[src/rtl/ysyx_040978_div_ctrl_pkg.sv]
// Shared definitions for the divide control path.
//   - op field bit positions ({word, rem, unsigned})
//   - 2-bit control FSM state encoding
//   - 32/64-bit most-negative constants used for signed overflow detection
//   - result_sel(): quotient/remainder select with word-op sign extension
package ysyx_040978_div_ctrl_pkg;

  localparam int unsigned OP_UNS  = 0;
  localparam int unsigned OP_REM  = 1;
  localparam int unsigned OP_WORD = 2;

  localparam logic [31:0] MOST_NEG_32 = 32'h8000_0000;
  localparam logic [63:0] MOST_NEG_64 = 64'h8000_0000_0000_0000;

  typedef enum logic [1:0] {
    S_IDLE = 2'b00,
    S_BUSY = 2'b01,
    S_DONE = 2'b10,
    S_KILL = 2'b11
  } div_state_t;

  // Word ops always sign-extend bit 31 of the selected result, unsigned ones too.
  function automatic logic [63:0] result_sel(input logic [2:0]  op,
                                             input logic [63:0] quot,
                                             input logic [63:0] rem);
    logic [63:0] res;
    res = op[OP_REM] ? rem : quot;
    if (op[OP_WORD]) begin
      res = {{32{res[31]}}, res[31:0]};
    end
    return res;
  endfunction

endpackage

[src/rtl/ysyx_040978_div_ctrl_prep.sv]
// Combinational operand preparation and special-case detection.
//   op        : {word, rem, unsigned}
//   src1/src2 : raw dividend / divisor
//   dividend/divisor : operands as presented to the divider
//   div_signed: signed divide request
//   special   : divide-by-zero or signed overflow; no divider needed
//   quot/rem  : architectural quotient/remainder for the special cases
module ysyx_040978_div_prep
  import ysyx_040978_div_ctrl_pkg::*;
(
  input  logic [2:0]  op,
  input  logic [63:0] src1,
  input  logic [63:0] src2,
  output logic [63:0] dividend,
  output logic [63:0] divisor,
  output logic        div_signed,
  output logic        special,
  output logic [63:0] quot,
  output logic [63:0] rem
);

  logic word;
  logic uns;
  logic div_zero;
  logic overflow;

  always_comb begin
    word = op[OP_WORD];
    uns  = op[OP_UNS];

    if (word) begin
      dividend = uns ? {32'b0, src1[31:0]} : {{32{src1[31]}}, src1[31:0]};
      divisor  = uns ? {32'b0, src2[31:0]} : {{32{src2[31]}}, src2[31:0]};
    end else begin
      dividend = src1;
      divisor  = src2;
    end
    div_signed = ~uns;

    div_zero = (divisor == '0);
    // Word operands are already sign-extended, so a full-width -1 divisor
    // and a low-half most-negative dividend identify the 32-bit overflow.
    overflow = ~uns && (divisor == '1) &&
               (word ? (dividend[31:0] == MOST_NEG_32) : (dividend == MOST_NEG_64));
    special  = div_zero | overflow;

    quot = div_zero ? '1 : dividend;
    rem  = div_zero ? dividend : '0;
  end

endmodule

[src/rtl/ysyx_040978_div_ctrl.sv]
// Divide request controller sitting between the issue stage and an
// external iterative divider (instantiated by the parent).
//   clock, reset        : rising-edge clock, synchronous active-high reset
//   in_valid/in_ready   : upstream request handshake; op/src1/src2 operands
//   flush               : kills any pending or completed operation
//   out_valid/out_ready : downstream result handshake; out_data result
//   div_*               : divider issue pulse, operands, done pulse, results
module ysyx_040978_div_ctrl
  import ysyx_040978_div_ctrl_pkg::*;
(
  input  logic        clock,
  input  logic        reset,
  input  logic        in_valid,
  output logic        in_ready,
  input  logic [2:0]  op,
  input  logic [63:0] src1,
  input  logic [63:0] src2,
  input  logic        flush,
  output logic        out_valid,
  input  logic        out_ready,
  output logic [63:0] out_data,
  output logic        div_in_valid,
  output logic        div_signed,
  output logic [63:0] div_dividend,
  output logic [63:0] div_divisor,
  input  logic        div_out_valid,
  input  logic [63:0] div_quotient,
  input  logic [63:0] div_remainder
);

  div_state_t  state;
  div_state_t  state_nxt;

  logic [2:0]  op_q;
  logic        accept;
  logic        issue;
  logic        capture;

  logic [63:0] prep_dividend;
  logic [63:0] prep_divisor;
  logic        prep_signed;
  logic        special;
  logic [63:0] spec_quot;
  logic [63:0] spec_rem;

  ysyx_040978_div_prep u_prep (
    .op         (op),
    .src1       (src1),
    .src2       (src2),
    .dividend   (prep_dividend),
    .divisor    (prep_divisor),
    .div_signed (prep_signed),
    .special    (special),
    .quot       (spec_quot),
    .rem        (spec_rem)
  );

  always_ff @(posedge clock) begin
    if (reset) begin
      state <= S_IDLE;
    end else begin
      state <= state_nxt;
    end
  end

  // Handshake outputs are pure state decodes, so out_ready never reaches
  // in_ready combinationally. Flush is tested first everywhere it matters.
  always_comb begin
    state_nxt = state;
    accept    = 1'b0;
    issue     = 1'b0;
    capture   = 1'b0;
    in_ready  = 1'b0;
    out_valid = 1'b0;
    unique case (state)
      S_IDLE: begin
        in_ready = 1'b1;
        if (in_valid && !flush) begin
          accept = 1'b1;
          if (special) begin
            state_nxt = S_DONE;
          end else begin
            issue     = 1'b1;
            state_nxt = S_BUSY;
          end
        end
      end
      S_BUSY: begin
        if (div_out_valid) begin
          if (flush) begin
            state_nxt = S_IDLE;
          end else begin
            capture   = 1'b1;
            state_nxt = S_DONE;
          end
        end else if (flush) begin
          // The divider cannot be aborted; drain its pending result.
          state_nxt = S_KILL;
        end
      end
      S_DONE: begin
        out_valid = 1'b1;
        if (flush || out_ready) begin
          state_nxt = S_IDLE;
        end
      end
      S_KILL: begin
        if (div_out_valid) begin
          state_nxt = S_IDLE;
        end
      end
      default: state_nxt = S_IDLE;
    endcase
  end

  always_ff @(posedge clock) begin
    if (reset) begin
      op_q         <= '0;
      div_in_valid <= 1'b0;
      div_signed   <= 1'b0;
      div_dividend <= '0;
      div_divisor  <= '0;
      out_data     <= '0;
    end else begin
      div_in_valid <= issue;
      if (accept) begin
        op_q         <= op;
        div_signed   <= prep_signed;
        div_dividend <= prep_dividend;
        div_divisor  <= prep_divisor;
      end
      if (accept && special) begin
        out_data <= result_sel(op, spec_quot, spec_rem);
      end else if (capture) begin
        out_data <= result_sel(op_q, div_quotient, div_remainder);
      end
    end
  end

endmodule

[config.mk]
export PLATFORM = sky130hd
export DESIGN_NAME = ysyx_040978_div_ctrl
export DESIGN_NICKNAME = d
export VERILOG_FILES = /design/src/rtl/ysyx_040978_div_ctrl_pkg.sv /design/src/rtl/ysyx_040978_div_ctrl_prep.sv /design/src/rtl/ysyx_040978_div_ctrl.sv
export SDC_FILE = /design/constraint.sdc
export NUM_CORES = 1
export LEC_CHECK = 0
export ABC_AREA = 1
export CAP_MARGIN = 20
export CORE_AREA = 5 5 177 179
export DETAILED_ROUTE_END_ITERATION = 8
export DIE_AREA = 0 0 182 184
export PLACE_DENSITY = 0.66
export REMOVE_ABC_BUFFERS = 1
export SLEW_MARGIN = 5
export SYNTH_ARGS = -nofsm -noshare
export SYNTH_HDL_FRONTEND = slang
export SYNTH_SLANG_ARGS = --single-unit
[constraint.sdc]
create_clock -name clock -period 3.2 [get_ports clock]
set_input_delay 0.64 -clock clock [delete_from_list [all_inputs] [get_ports clock]]
set_output_delay 0.64 -clock clock [all_outputs]
set_load 0.02 [all_outputs]
# After elaboration in Yosys (flattened, before gate mapping)
# Cells that the tools add are included.
# word_totals
out_inout_bits,196
elab_cells,61
input_bits,265
register_bits,199
# classes
n_eq_ne,10
mux,29
n_reduce_logical,11
bitwise_logic,4
# ops
op,count
$mux 64,12
$eq 64x64->1 const B,2
$logic_not 64->1,1
$eq 32x32->1 const B,1
$mux 2,7
$mux 1,9
$pmux 2 s4,1
$ne 2x2->1 const B,3
$eq 2x2->1 const B,2
$logic_and 1x1->1,4
$reduce_and 4->1,1
$ne 3x3->1 const B,1
$not 1->1,3
$reduce_or 3->1,1
$eq 2x1->1 const B,1
$logic_not 2->1,1
$reduce_bool 2->1,1
$logic_not 1->1,1
$logic_or 1x1->1,1
$or 1x1->1,1

# Depth between registers and ports, before layout
# Gate-level depths: netlist (run 1).
# logic_depth
ltp_word,9
ltp_mapped,18
ltp_nobuf,16

# By module
# Synthesis (run 1) repeated with hierarchy kept, for this count alone.
# unflattened
cells_unflattened,2201
hier_area_um2,12484.5
# by_module_without_submodules
module,cells_per_inst,seq_area_each_um2,area_each_um2,n_inst
ysyx_040978_div_ctrl,1638,3963.8,9982.1,1
ysyx_040978_div_prep,563,0.0,2502.4,1

# Worst setup path after synthesis (run 1)
# Ideal clock, no wire load.
# synth_path
kind,input -> register
from,input port op[0]
to,register out_data[34]
slack_ns,0.841
setup_time_ns,0.117
required_time_ns,3.083
path_buffers,4
t_arrival_ns,2.242
cell_stages,18
cell_sequence,inv_1 -> nand3_1 -> buf_2 -> buf_6 -> o21ai_0 -> nand2_1 -> nor2_1 -> nand2_1 -> nor2_1 -> nand3_1 -> nand2_2 -> nand2_2 -> buf_6 -> buf_2 -> nand2_1 -> nand2_1 -> nor2_1 -> nor2_1
# synth_via
elab_chain_len,8
elab_cells_between_ends,19
cone_classes,eq/ne: 2; mux: 10; bitwise: 2; reduce/logical: 5
# synth_rtl
item,line_no,rtl
"start, declared",ysyx_040978_div_ctrl.sv:15,"input logic [2:0] op,"
$mux 64 (on tied branches),"ysyx_040978_div_ctrl_prep.sv:32, ysyx_040978_div_ctrl_prep.sv:33",
$mux 64,ysyx_040978_div_ctrl_prep.sv:31,if (word) begin
$eq 64x64->1 (on tied branches),"ysyx_040978_div_ctrl_prep.sv:44, ysyx_040978_div_ctrl_prep.sv:43",
$mux 1 or $logic_and 1x1->1 (tied branches),"ysyx_040978_div_ctrl_prep.sv:44, ysyx_040978_div_ctrl_prep.sv:43",
$logic_and 1x1->1,ysyx_040978_div_ctrl_prep.sv:43,overflow = ~uns && (divisor == '1) &&
$or 1x1->1,ysyx_040978_div_ctrl_prep.sv:45,special = div_zero | overflow;
$logic_and 1x1->1,ysyx_040978_div_ctrl.sv:132,if (accept && special) begin
$mux 64 or $reduce_bool 2->1 (tied branches),n/a,
"end signal, assigned",ysyx_040978_div_ctrl.sv:133,"out_data <= result_sel(op, spec_quot, spec_rem);"
"end signal, assigned",ysyx_040978_div_ctrl.sv:135,"out_data <= result_sel(op_q, div_quotient, div_remainder);"
"end, declared",ysyx_040978_div_ctrl.sv:21,"output logic [63:0] out_data,"
# Parallel ways exist; a longest one is shown, timed or not.
# A chain may end at the register's enable or synchronous reset.

# Worst setup path in the final report (run 1)
# layout_path
from,input port op[0]
to,register out_data[5]
# The elaborated chain is that of the path after synthesis.

==> results.tsv, run 1 <==
metric	value	unit
status	finished clean	
critical path class	in2reg	
Total Negative Setup Slacks	0	ps
Synth Area in Compound Gates	0.209	
I/O pin total	461	
Avg WL per Cell	18.3	um
max_cap viols	0	
Post-DP HPWL	34200	um
first-pass GRT wire length	70000	um
antenna violations before repair	3	
via/cell ratio	5.02	
#FFs+latches synth	198	
cell count after synthesis	1684	
crit path capture type	flip-flop	
Hold Buf Count CTS	0	
Nets	2416	
part of the power in the clock network	0.265	
met3 WL post-DR	3550	um
max layer used	met5	
post-synthesis area per instance	6.29	um2
Layout area overhead	59.8	%
vias in the first global route	12400	
power share of the combinational group	0.388	
Synth Area in Adders	0	
Worst R2R Setup Slack	950	ps
synthesized area	0.0106	mm2
Port Buffers	460	
XOR/XNOR Fraction of Synth Area	0	
pin count of the biggest net entering global routing	144	
CTS tree	yes	
Worst Max-Slew Pin Slew	944	ps
sequential share of power	0.347	
P_sw	3350	uW
final setup margin	204	ps
Congestion Overflow GR	0	
leakage power	0.00736	uW
Routed WL	46900	um
drt drc	0	
crit start category	primary input	
total die area	0.0335	mm2
Core ar.	0.0294	mm2
mux cell area share after synthesis	0.0142	
Slew headroom	0.370	
WL met1	19500	um
Ys Warns	0	
Post-Synth Simple-Gate Area	0.327	
Tmin final	3000	ps
Routed Antenna Nets	0	
RePlAce Congestion	0.924	
WP data required	3530	ps
clk_lat worst skew	450	ps
DR vias	12800	
Final Hold Viols	0	
Sw Share	0.376	
Num CTS Buffers	17	
CTS max path bufs	2	
share of post-route cells with drive strength above 1	0.0947	
Pwr per Cell Area	527	mW/mm2
Reg clk slew, reported paths	90	ps
dpl ws	-295	ps
Worst Path Arrival	3320	ps
Initial Utilization	0.360	
num rows	63	
Internal Power	5570	uW
crit-path max FO	36	
Final Slew Violations	0	
worst min-delay path class	reg2reg	
Fmax	334	MHz
sequential share of the synthesized area	0.374	
Tcrit/Tclk final	0.936	
drt first pass iters	7	
worst vdd ir	0.357	mV
Final Setup Violations	0	
largest family of logic cells by synthesized area	simple AND/OR/NAND/NOR gates	
Distinct cells, synth	28	
WL met2	22600	um
H-Tree Depth	4	
starting DRC count in detailed routing	839	
GR Util All Layers	0.261	
Die W	182	um
CTS root buf	clkbuf_16	
die height	184	um
Layout Skew	24.7	ps
clk sinks	198	
[repair_timing]
item                                    CTS  global route
resized for setup                         0             9
buffers inserted                          0             4
endpoints found under the hold margin     0             0
endpoints found under the setup margin    0            57
[state kept, by name, summed over array words and instances (netlist names)]
register	count
state	2
out_data	64
div_signed	1
op_q	2
div_in_valid	1
div_divisor	64
div_dividend	64
[layout make-up]
class | instances | area (um2)
Timing Repair Buffer | 581 | 5740
Antenna cell | 2 | 5.00
Multi-Input combinational cell | 1296 | 5860
Clock buffer | 17 | 425
Clock inverter | 15 | 215
Sequential cell | 198 | 3970
Tap cell | 390 | 488
Fill cell | 2855 | 12500
Inverter | 57 | 219
[power by group through the flow]
stage / Sequential (uW) / Combinational, uW / Clock [uW]
floorplan: 3630 / 1190 / 0
global placement: 3130 / 3450 / 0
detailed placement: 3140 / 3460 / 0
CTS: 3100 / 3480 / 2410
global route: 3150 / 3750 / 2500
finish: 3100 / 3460 / 2360
[layout by cell type, fill, tap and decap left out, drive strengths merged]
| cell type | n |
|---|---|
| nor2 | 335 |
| buf | 119 |
| nand3 | 71 |
| and2 | 1 |
| diode | 2 |
| or2 | 33 |
| clkinv | 6 |
| o21ai | 235 |
| inv | 65 |
| a21oi | 119 |
| a31oi | 31 |
| nor4 | 1 |
| dfxtp | 198 |
| nand2 | 408 |
| bufinv | 1 |
| mux2i | 15 |
| nand4 | 9 |
| clkbuf | 20 |
| clkdlybuf4s50 | 459 |
| nor3 | 5 |
| a211oi | 1 |
| o31ai | 32 |
[cell usage after synthesis (all sizes together)]
cell type | instances | share of area
nand2 | 408 | 0.15
nor2 | 335 | 0.12
o21ai | 235 | 0.11
dfxtp | 198 | 0.37
a21oi | 119 | 0.057
clkbuf | 97 | 0.034
nand3 | 71 | 0.034
inv | 56 | 0.020
buf | 36 | 0.020
or2 | 33 | 0.019
o31ai | 32 | 0.023
a31oi | 31 | 0.018
mux2i | 15 | 0.014
nand4 | 9 | 0.0053
nor3 | 5 | 0.0024
a211oi | 1 | 0.00071
and2 | 1 | 0.00059
clkinv | 1 | 0.00035
nor4 | 1 | 0.00059
[worst max-delay path, cell delays in order]
cell             delay, ps
clkdlybuf4s50_1        450
inv_1                  170
nand3_1                150
buf_12                 200
nand2_1                 80
nand2_1                 70
nor2_1                 290
nand2_1                160
nor2_1                 130
nand3_1                120
buf_4                  160
a21oi_4                160
buf_4                  150
clkbuf_16              180
nand2_1                 60
nand2_1                 60
a21oi_1                 60
[per-layer routing]
metal / up-vias / global-route usage
met2: 440 / 0.445
met1: 5873 / 0.324
li1: 6454 / -
met4: 2 / 0.0868
met3: 73 / 0.0655
met5: - / 0
[metrics by stage]
| stage | utilization | cells | hold slack, ps | total power [uW] | area, um2 |
|---|---|---|---|---|---|
| floorplan | - | 1551 | 506 | 4830 | 10000 |
| global placement | 0.549 | 2515 | 468 | 6580 | 16100 |
| detailed placement | 0.549 | 2515 | 476 | 6610 | 16100 |
| CTS | 0.571 | 2547 | 490 | 8980 | 16800 |
| global route | 0.576 | 2556 | 516 | 9400 | 16900 |
| finish | 0.576 | 2556 | 488 | 8920 | 16900 |
[kinds of logic (layout without fill, tap and decap cells)]
kind of cell	Yosys count	in the layout
AO/OA/AOI/OAI	418	418
buffers and inverters	190	670
AND/OR/NAND/NOR	863	863
multiplexers	15	15
other	0	2
flip-flops	198	198
[path summary, 6_finish.rpt]
path / startpoint / depth (start not counted) / endpoint
max reg2reg: state[1] / 6 / div_dividend[37]
min: out_data[21] / 2 / out_data[21]
min reg2reg: out_data[21] / 2 / out_data[21]
max: op[0] / 17 / out_data[5]
Power figures use the tool's default switching activity.
==> run 2, diff against run 1 <==
--- a/config.mk
+++ b/config.mk
@@ -10,6 +10,7 @@
 export CORE_AREA = 5 5 177 179
 export DETAILED_ROUTE_END_ITERATION = 8
 export DIE_AREA = 0 0 182 184
+export HOLD_SLACK_MARGIN = 0.1
 export PLACE_DENSITY = 0.66
 export REMOVE_ABC_BUFFERS = 1
 export SLEW_MARGIN = 5
==> results of run 2 <==
Final layout, timing and power as in run 1 (identical DEF).
